[config.mk]
export PLATFORM = sky130hd
export DESIGN_NAME = fifomult2024_result_acc
export DESIGN_NICKNAME = d
export VERILOG_FILES = /design/src/rtl/fifomult2024_pkg.sv /design/src/rtl/fifomult2024_out_reg.sv /design/src/rtl/fifomult2024_result_acc.sv
export SDC_FILE = /design/constraint.sdc
export NUM_CORES = 1
export LEC_CHECK = 0
export BUFFER_PORTS_ARGS = -buffer_cell sky130_fd_sc_hd__buf_2
export CORE_ASPECT_RATIO = 1.5
export CORE_MARGIN = 3
export CORE_UTILIZATION = 55
export DETAILED_ROUTE_END_ITERATION = 8
export PLACE_DENSITY = 0.86
export SYNTH_ARGS = -nofsm -noshare
export SYNTH_HDL_FRONTEND = slang
export SYNTH_SLANG_ARGS = --single-unit
[constraint.sdc]
create_clock -name clk -period 5 [get_ports clk]
set_clock_uncertainty 0.15 [all_clocks]
set_input_delay 1.5 -clock clk [delete_from_list [all_inputs] [get_ports clk]]
set_output_delay 1.5 -clock clk [all_outputs]
set_load 0.005 [all_outputs]
[src/rtl/fifomult2024_pkg.sv]
// Shared types and helpers for the fifomult2024 result-accumulator slice.
package fifomult2024_pkg;

    localparam int PROD_W   = 32;
    localparam int ERRCNT_W = 8;

    typedef enum logic {
        S_ACC,
        S_EMIT
    } acc_state_t;

    // A product is good when its XOR-reduce matches the transmitted parity bit.
    function automatic logic even_parity_ok(input logic [PROD_W-1:0] data, input logic parity);
        return (^data) == parity;
    endfunction

endpackage

[src/rtl/fifomult2024_out_reg.sv]
// Valid/ready holding register for batch sums: load-through when consumed, overrun when busy.
module fifomult2024_out_reg
    import fifomult2024_pkg::*;
#(
    parameter int unsigned ACC_W = 40
) (
    input  logic                clk,
    input  logic                rst_n,
    input  logic                clear_i,
    input  logic                load_i,
    input  logic [ACC_W-1:0]    data_i,
    input  logic [ERRCNT_W-1:0] cnt_i,
    input  logic                ready_i,
    output logic [ACC_W-1:0]    data_o,
    output logic                parity_o,
    output logic [ERRCNT_W-1:0] cnt_o,
    output logic                valid_o,
    output logic                overrun_o
);

    logic [ACC_W-1:0]    data_q;
    logic                parity_q;
    logic [ERRCNT_W-1:0] cnt_q;
    logic                valid_q;
    logic                overrun_q;
    logic                free;

    assign free = !valid_q || ready_i;

    always_ff @(posedge clk) begin
        if (!rst_n || clear_i) begin
            data_q    <= '0;
            parity_q  <= 1'b0;
            cnt_q     <= '0;
            valid_q   <= 1'b0;
            overrun_q <= 1'b0;
        end else if (load_i) begin
            if (free) begin
                data_q   <= data_i;
                parity_q <= ^data_i;
                cnt_q    <= cnt_i;
                valid_q  <= 1'b1;
            end else begin
                // Busy: the new sum is dropped and the held one stays intact.
                overrun_q <= 1'b1;
            end
        end else if (valid_q && ready_i) begin
            valid_q <= 1'b0;
        end
    end

    assign data_o    = data_q;
    assign parity_o  = parity_q;
    assign cnt_o     = cnt_q;
    assign valid_o   = valid_q;
    assign overrun_o = overrun_q;

endmodule

[src/rtl/fifomult2024_result_acc.sv]
// Parity-checked batch accumulator for fifomult2024 products with a valid/ready sum output.
module fifomult2024_result_acc
    import fifomult2024_pkg::*;
#(
    parameter int unsigned N_ACC = 4,
    parameter int unsigned ACC_W = 40
) (
    input  logic                 clk,
    input  logic                 rst_n,
    input  logic [PROD_W-1:0]    data_in,
    input  logic                 data_in_parity,
    input  logic                 data_in_valid,
    input  logic                 flush,
    input  logic                 clear,
    output logic [ACC_W-1:0]     acc_out,
    output logic                 acc_out_parity,
    output logic [ERRCNT_W-1:0]  acc_out_cnt,
    output logic                 acc_out_valid,
    input  logic                 acc_out_ready,
    output logic [ERRCNT_W-1:0]  parity_err_cnt,
    output logic                 overrun_err
);

    acc_state_t          state_q;
    logic [ACC_W-1:0]    acc_q, acc_d;
    logic [ERRCNT_W-1:0] cnt_q, cnt_d;
    logic [ERRCNT_W-1:0] perr_q, perr_d;
    logic                good, bad, emit;

    always_comb begin
        good = data_in_valid && even_parity_ok(data_in, data_in_parity);
        bad  = data_in_valid && !even_parity_ok(data_in, data_in_parity);
        emit = (state_q == S_EMIT);
        // acc_q holds the finished batch during S_EMIT, so the next batch starts from zero here.
        acc_d = emit ? '0 : acc_q;
        cnt_d = emit ? '0 : cnt_q;
        if (good) begin
            acc_d = acc_d + {{(ACC_W-PROD_W){data_in[PROD_W-1]}}, data_in};
            cnt_d = cnt_d + 1'b1;
        end
        perr_d = perr_q;
        if (bad && perr_q != '1) begin
            perr_d = perr_q + 1'b1;
        end
    end

    always_ff @(posedge clk) begin
        if (!rst_n || clear) begin
            state_q <= S_ACC;
            acc_q   <= '0;
            cnt_q   <= '0;
            perr_q  <= '0;
        end else begin
            acc_q  <= acc_d;
            cnt_q  <= cnt_d;
            perr_q <= perr_d;
            case (state_q)
                S_ACC: begin
                    if (cnt_d == ERRCNT_W'(N_ACC) || (flush && cnt_d != '0)) begin
                        state_q <= S_EMIT;
                    end
                end
                default: state_q <= S_ACC;
            endcase
        end
    end

    fifomult2024_out_reg #(
        .ACC_W(ACC_W)
    ) u_out_reg (
        .clk       (clk),
        .rst_n     (rst_n),
        .clear_i   (clear),
        .load_i    (emit),
        .data_i    (acc_q),
        .cnt_i     (cnt_q),
        .ready_i   (acc_out_ready),
        .data_o    (acc_out),
        .parity_o  (acc_out_parity),
        .cnt_o     (acc_out_cnt),
        .valid_o   (acc_out_valid),
        .overrun_o (overrun_err)
    );

    assign parity_err_cnt = perr_q;

endmodule

==> out/results.tsv, run 1 <==
stage	metric	value	unit
clock_network	clk_latency	0.36	ns
power	seq_power_share	0.295	
worst_setup_path	cp-end-kind	register	
yosys	synth_most_common_cell	nand2_1	
clock_network	holdBufCountCts	0	
timing	final_max_slew_viol_count	0	
timing	setup_viol	0	
clock_network	cts_buffers	9	
power	clkPwrFrac	0.213	
power	peakVddDrop	207	uV
global_routing	antenna_found_initial	0	
finish	fin_util	0.644	
global_routing	grt_pass1_wl	29.1	mm
power	switchingPower	0.00139	W
yosys	syn_avg_cell_area	7.78	um^2
worst_setup_path	start_kind	input port	
detailed_routing	wirelength	17.6	mm
yosys	yosysUniqueCellTypes	53	
placed_design	place_inst	1110	
min_path	min_from	u_out_reg.data_o[33]	
detailed_routing	drt-initial-drc-count	340	
timing	finalHoldViolCount	0	
global_routing	grt_usage	0.249	
finish	area_growth	13.0	%
worst_setup_path	cp.arrival	4.51	ns
global_routing	grt_start_max_net_pins	73	
worst_setup_path	r2r-start	emit	
finish	antennaDiodeCount	0	
worst_setup_path	path_class	in2reg	
power	cellInternalPower	0.00197	W
timing	max_freq	228	MHz
floorplan	die_h	144	um
clock_network	clock_path_buffers	2	
power	power	0.00336	W
clock_network	cts_root_buf	clkbuf_16	
floorplan	fp-row-count	49	
global_routing	grt-ovfl-total	0	
power	sw_frac_of_total	0.413	
global_routing	grt_pass1_vias	6320	
timing	worstMarginPinSlew	1.13	ns
yosys	syn-num-nets	975	
floorplan	dieArea	14100	um^2
yosys	ys.flop_type	dfxtp_1	
worst_setup_path	cpPeakStageDelay	0.37	ns
yosys	yosysSeqAreaShare	0.311	
power	power_leakage	3.35	nW
worst_setup_path	cp_max_fo	3	
placed_design	dp_hpwl	12.7	mm
finish	fin_nets	1049	
placed_design	io_buffers	97	
status	outcome	complete, no violations	
job	max-cap-violations	0	
timing	fin_crit_sh	0.879	
timing	tns	0	ns
timing	slew_headroom	0.246	
yosys	yosysTopAreaCell	dfxtp_1	
yosys	synth_top_area_share	0.311	
clock_network	clk_pin_slew	0.08	ns
yosys	yosys_warnings	0	
power	pwr_density_cell	428	nW/um^2
clock_network	cts_setup_buffers	0	
timing	holdWs	0.303	ns
worst_setup_path	r2r_slack	1.05	ns
floorplan	io_pins	98	
detailed_routing	drt-pass1-iter-count	5	
clock_network	cts_tree	done	
yosys	async_flop_share	0	
yosys	postSynthCellCount	894	
yosys	ys_ff_latch	108	
power	power_frac_comb	0.491	
floorplan	initial_core_util	0.570	
worst_setup_path	crit_chain	buf_2 > ha_1 > inv_1 > fa_1 > and2b_1 > o21a_1 > o21ai_1 > a21oi_2 > a21oi_2 > o41ai_4 > a41oi_2 > o221a_2 > or3_1 > a21o_1 > a21oi_1	
detailed_routing	num_vias	6434	
timing	rsz0062_at_grt	false	
finish	fin_cells	1126	
detailed_routing	drcViolationCount	0	
detailed_routing	vias_per_cell	5.71	
clock_network	ctsResizeCount	0	
worst_setup_path	cp_common_cell	a21oi_2	
detailed_routing	ant_nets	0	
clock_network	cts_sinks	108	
placed_design	gp_congestion	0.974	
yosys	syn_area	6960	um^2
min_path	hp-class	reg2reg	
worst_setup_path	crit_slowest_cell	o41ai_4	
worst_setup_path	worstPathRequired	5.12	ns
worst_setup_path	crit_start	data_in[0]	
yosys	synth-edff-count	0	
detailed_routing	wl_per_cell	15.7	um
floorplan	fp.dieW	97.8	um
yosys	synthTopCellsByArea	dfxtp_1 (31%), xnor2_1 (11%), a21oi_1 (8.2%)	
yosys	ys_top_cells_by_count	nand2_1 (144), a21oi_1 (114), dfxtp_1 (108)	
timing	min_period	4.39	ns
finish	drive_above_1_share	0.145	
floorplan	core	12200	um^2
clock_network	cts_max_level	3	
## flip-flops by register name, summed over array words and instances, names as in the netlist, 8 cells and up
register          cells
acc_q                40
cnt_q                 8
parity_err_cnt        8
u_out_reg.cnt_o       8
u_out_reg.data_o     40
## power by group through the flow
stage | Sequential [W] | Clock (W) | Combinational [W]
detailed placement | 0.00101 | 0 | 0.00161
floorplan | 0.000993 | 0 | 0.00129
global route | 0.00100 | 0.000766 | 0.00181
CTS | 0.000991 | 0.000730 | 0.00164
finish | 0.000992 | 0.000718 | 0.00165
global placement | 0.00101 | 0 | 0.00158
## final timing paths
kind,to,depth (start not counted)
max reg2reg,acc_q[39],16
max,acc_q[38],15
min,u_out_reg.data_o[33],2
min reg2reg,u_out_reg.data_o[33],2
## cells by family after synthesis
family / after synthesis / share of synthesized area
compound gates: 210 / 0.191
xor+xnor: 114 / 0.148
fa+ha+maj: 42 / 0.0766
buf+inv: 61 / 0.0338
flops: 108 / 0.311
mux: 9 / 0.0131
simple gates: 350 / 0.227
## per-layer routing
layer / global-route usage / part of all wire / up-vias
met5: 0 / 0 / -
met4: 0.124 / 0.041 / 0
met3: 0.0423 / 0.056 / 61
met2: 0.445 / 0.50 / 224
met1: 0.286 / 0.40 / 2972
li1: - / - / 3177
## per-stage QoR
step	setup slack, ns	area (um^2)
after floorplan	0.629	6960
after global placement	0.383	7550
after detailed placement	0.293	7550
after CTS	0.630	7860
after global routing	0.413	7860
final	0.606	7860
## layout make-up
cell class | instances | area [um^2]
inverter | 19 | 71.3
multi-input combinational | 725 | 4580
clock inverter | 7 | 78.8
tap | 153 | 191
fill | 1074 | 4340
sequential | 108 | 2160
clock buffer | 9 | 225
timing repair buffer | 105 | 546
## layout by cell type, fill, tap and decap left out, types with 3 or more instances in the layout
master | synthesis | final
a21oi_1 | 114 | 114
nand3_1 | 20 | 20
nand2_1 | 144 | 144
and3_1 | 5 | 5
or3_1 | 4 | 4
a211oi_1 | 7 | 7
clkbuf_16 | 0 | 9
buf_2 | 5 | 97
nand2b_1 | 12 | 9
a21o_1 | 20 | 20
xnor2_1 | 89 | 89
o21a_1 | 5 | 5
ha_1 | 41 | 41
inv_1 | 19 | 19
xor2_1 | 23 | 23
buf_4 | 0 | 8
nor3_1 | 10 | 10
a31oi_1 | 4 | 4
dfxtp_1 | 108 | 108
nor2b_1 | 52 | 52
mux2i_1 | 8 | 7
nand4_1 | 6 | 6
nor2_1 | 89 | 88
o21ai_0 | 29 | 29
a32o_1 | 3 | 3
## worst max-delay path: cells and delay by family
kind	cells	cell delay (ns)
AOI/OAI and AO/OA	9	1.79
adders and majority gates	2	0.53
buffers and inverters	2	0.16
and+or+nand+nor	2	0.53
Note: power is estimated with default switching activity, not from simulation.
==> inputs of run 2 (changes only) <==
- CTS_BUF_LIST: unset -> sky130_fd_sc_hd__clkbuf_4 sky130_fd_sc_hd__clkbuf_8
==> out/results.tsv, run 2 (synthesis gave the netlist of run 1 again) <==
stage	metric	value	unit	change
status	outcome	complete, no violations		
placed_design	io_buffers	97		unchanged
global_routing	grt-ovfl-total	0		unchanged
detailed_routing	num_vias	6374		-0.93%
finish	area_growth	11.5	%	
detailed_routing	wl_per_cell	15.5	um	-1.3%
detailed_routing	wirelength	17.4	mm	-1.3%
power	peakVddDrop	195	uV	-6.0%
worst_setup_path	cp_max_fo	3		unchanged
worst_setup_path	cpPeakStageDelay	0.36	ns	about the same
timing	setup_ws	0.672	ns	+0.0654 ns
detailed_routing	ant_nets	0		unchanged
worst_setup_path	cp.arrival	4.48	ns	-0.03 ns
detailed_routing	vias_per_cell	5.66		-0.93%
power	pwr_density_cell	409	nW/um^2	-4.4%
timing	fin_crit_sh	0.866		-0.0131
clock_network	cts_max_level	3		unchanged
worst_setup_path	crit_chain	buf_2 > ha_1 > inv_1 > fa_1 > and2b_1 > o21a_1 > o21ai_1 > a21oi_2 > a21oi_2 > o41ai_4 > a41oi_2 > o221a_2 > or3_1 > a21o_1 > a21oi_1		
floorplan	die_h	144	um	unchanged
global_routing	grt_usage	0.246		-0.00338
clock_network	holdBufCountCts	0		unchanged
finish	drive_above_1_share	0.145		unchanged
floorplan	fp.dieW	97.8	um	unchanged
clock_network	clk_latency	0.39	ns	+0.03 ns
clock_network	cts_tree	done		
clock_network	ctsResizeCount	0		unchanged
power	clkPwrFrac	0.170		-0.043
global_routing	grt_start_max_net_pins	73		unchanged
worst_setup_path	start_kind	input port		
clock_network	cts_root_buf	clkbuf_8		
timing	finalHoldViolCount	0		unchanged
timing	min_period	4.33	ns	-0.0654 ns
detailed_routing	drt-pass1-iter-count	5		unchanged
detailed_routing	drcViolationCount	0		unchanged
global_routing	grt_pass1_wl	28.8	mm	-1.2%
finish	final_cell_mix	nand2_1 (144), a21oi_1 (114), dfxtp_1 (108), buf_2 (97), xnor2_1 (89)		
clock_network	clock_path_buffers	2		unchanged
min_path	hp-class	reg2reg		
detailed_routing	top_layer	met4		
timing	setup_viol	0		unchanged
worst_setup_path	crit_slowest_cell	fa_1		
placed_design	dp_hpwl	12.7	mm	unchanged
finish	layout_commonest_cell	nand2_1		
detailed_routing	drt-initial-drc-count	314		-7.6%
timing	final_max_slew_viol_count	0		unchanged
timing	tns	0	ns	unchanged
detailed_routing	wl_met2	8.99	mm	+1.1%
global_routing	grt_pass1_vias	6226		-1.5%
finish	antennaDiodeCount	0		unchanged
timing	rsz0062_at_grt	false		
power	seq_power_share	0.313		+0.018
floorplan	core	12200	um^2	unchanged
power	switchingPower	0.00135	W	-2.4%
finish	fin_cells	1126		unchanged
power	sw_frac_of_total	0.427		+0.0143
placed_design	gp_congestion	0.974		unchanged
worst_setup_path	path_class	in2reg		
detailed_routing	routedLengthMet1	7.03	mm	+0.29%
worst_setup_path	cp-end-kind	register		
timing	max_freq	231	MHz	+1.5%
timing	worstMarginPinSlew	1.14	ns	+0.0140 ns
clock_network	cts_sinks	108		unchanged
placed_design	place_inst	1110		unchanged
floorplan	io_pins	98		unchanged
clock_network	cts_setup_buffers	0		unchanged
finish	nFillCells	1104		+2.8%
clock_network	clk_pin_slew	0.11	ns	+0.03 ns
global_routing	antenna_found_initial	0		unchanged
floorplan	initial_core_util	0.570		unchanged
floorplan	dieArea	14100	um^2	unchanged
job	max-cap-violations	0		unchanged
power	power_leakage	3.31	nW	-1.4%
power	power_frac_comb	0.517		+0.026
power	cellInternalPower	0.00182	W	-8.0%
power	power	0.00317	W	-5.7%
floorplan	fp-row-count	49		unchanged
worst_setup_path	worstPathRequired	5.15	ns	+0.03 ns
clock_network	cts_buffers	9		unchanged
placed_design	place_ws	0.293	ns	unchanged
timing	slew_headroom	0.236		-0.00936
detailed_routing	met3RoutedLength	804	um	-19%
worst_setup_path	cp_common_cell	a21oi_2		
finish	fin_nets	1049		unchanged
finish	fin_util	0.636		-0.00831
-- run 2: cell counts in the layout (fill, tap and decap cells not counted) --
Identical to the previous run, type by type.
-- run 2: worst max-delay path, delay by kind of cell --
family / cells / cell delay (ns)
and+or+nand+nor: 2 / 0.53
adders and majority gates: 2 / 0.53
buffers and inverters: 2 / 0.16
AOI/OAI and AO/OA: 9 / 1.76
-- run 2: area by class of cell --
type                            instances  area (um^2)  share of cell area
Multi-Input combinational cell        725         4580               0.591
Sequential cell                       108         2160               0.279
Timing Repair Buffer                  105          546              0.0703
Tap cell                              153          191              0.0247
Clock buffer                            9          124              0.0160
Clock inverter                          7         78.8              0.0102
Inverter                               19         71.3             0.00920
-- run 2: power groups by stage --
stage / Sequential [W] / Clock (W) / Combinational [W]
final: 0.000992 / 0.000541 / 0.00164
after global routing: 0.00100 / 0.000585 / 0.00180
after CTS: 0.000992 / 0.000551 / 0.00163
after detailed placement: 0.00101 / 0 / 0.00161
after global placement: 0.00101 / 0 / 0.00158
after floorplan: 0.000993 / 0 / 0.00129
-- run 2: metrics by stage --
stage,hold WS (ns),instance area [um^2]
global placement,0.288,7550
detailed placement,0.294,7550
global route,0.319,7750
finish,0.308,7750
floorplan,0.282,6960
CTS,0.310,7750
-- run 2: final timing paths --
path	start	cells after the start	slack [ns]	to
hold / removal	u_out_reg.data_o[33]	2	0.31	u_out_reg.data_o[33]
setup / recovery	data_in[0]	15	0.67	acc_q[38]
hold reg to reg	u_out_reg.data_o[33]	2	0.31	u_out_reg.data_o[33]
setup reg to reg	emit	16	1.04	acc_q[39]
-- run 2: routing by layer --
| metal | global-route usage | up-vias |
|---|---|---|
| met5 | 0 | - |
| met4 | 0.108 | 0 |
| met3 | 0.0369 | 47 |
| met2 | 0.445 | 192 |
| met1 | 0.285 | 2964 |
| li1 | - | 3171 |
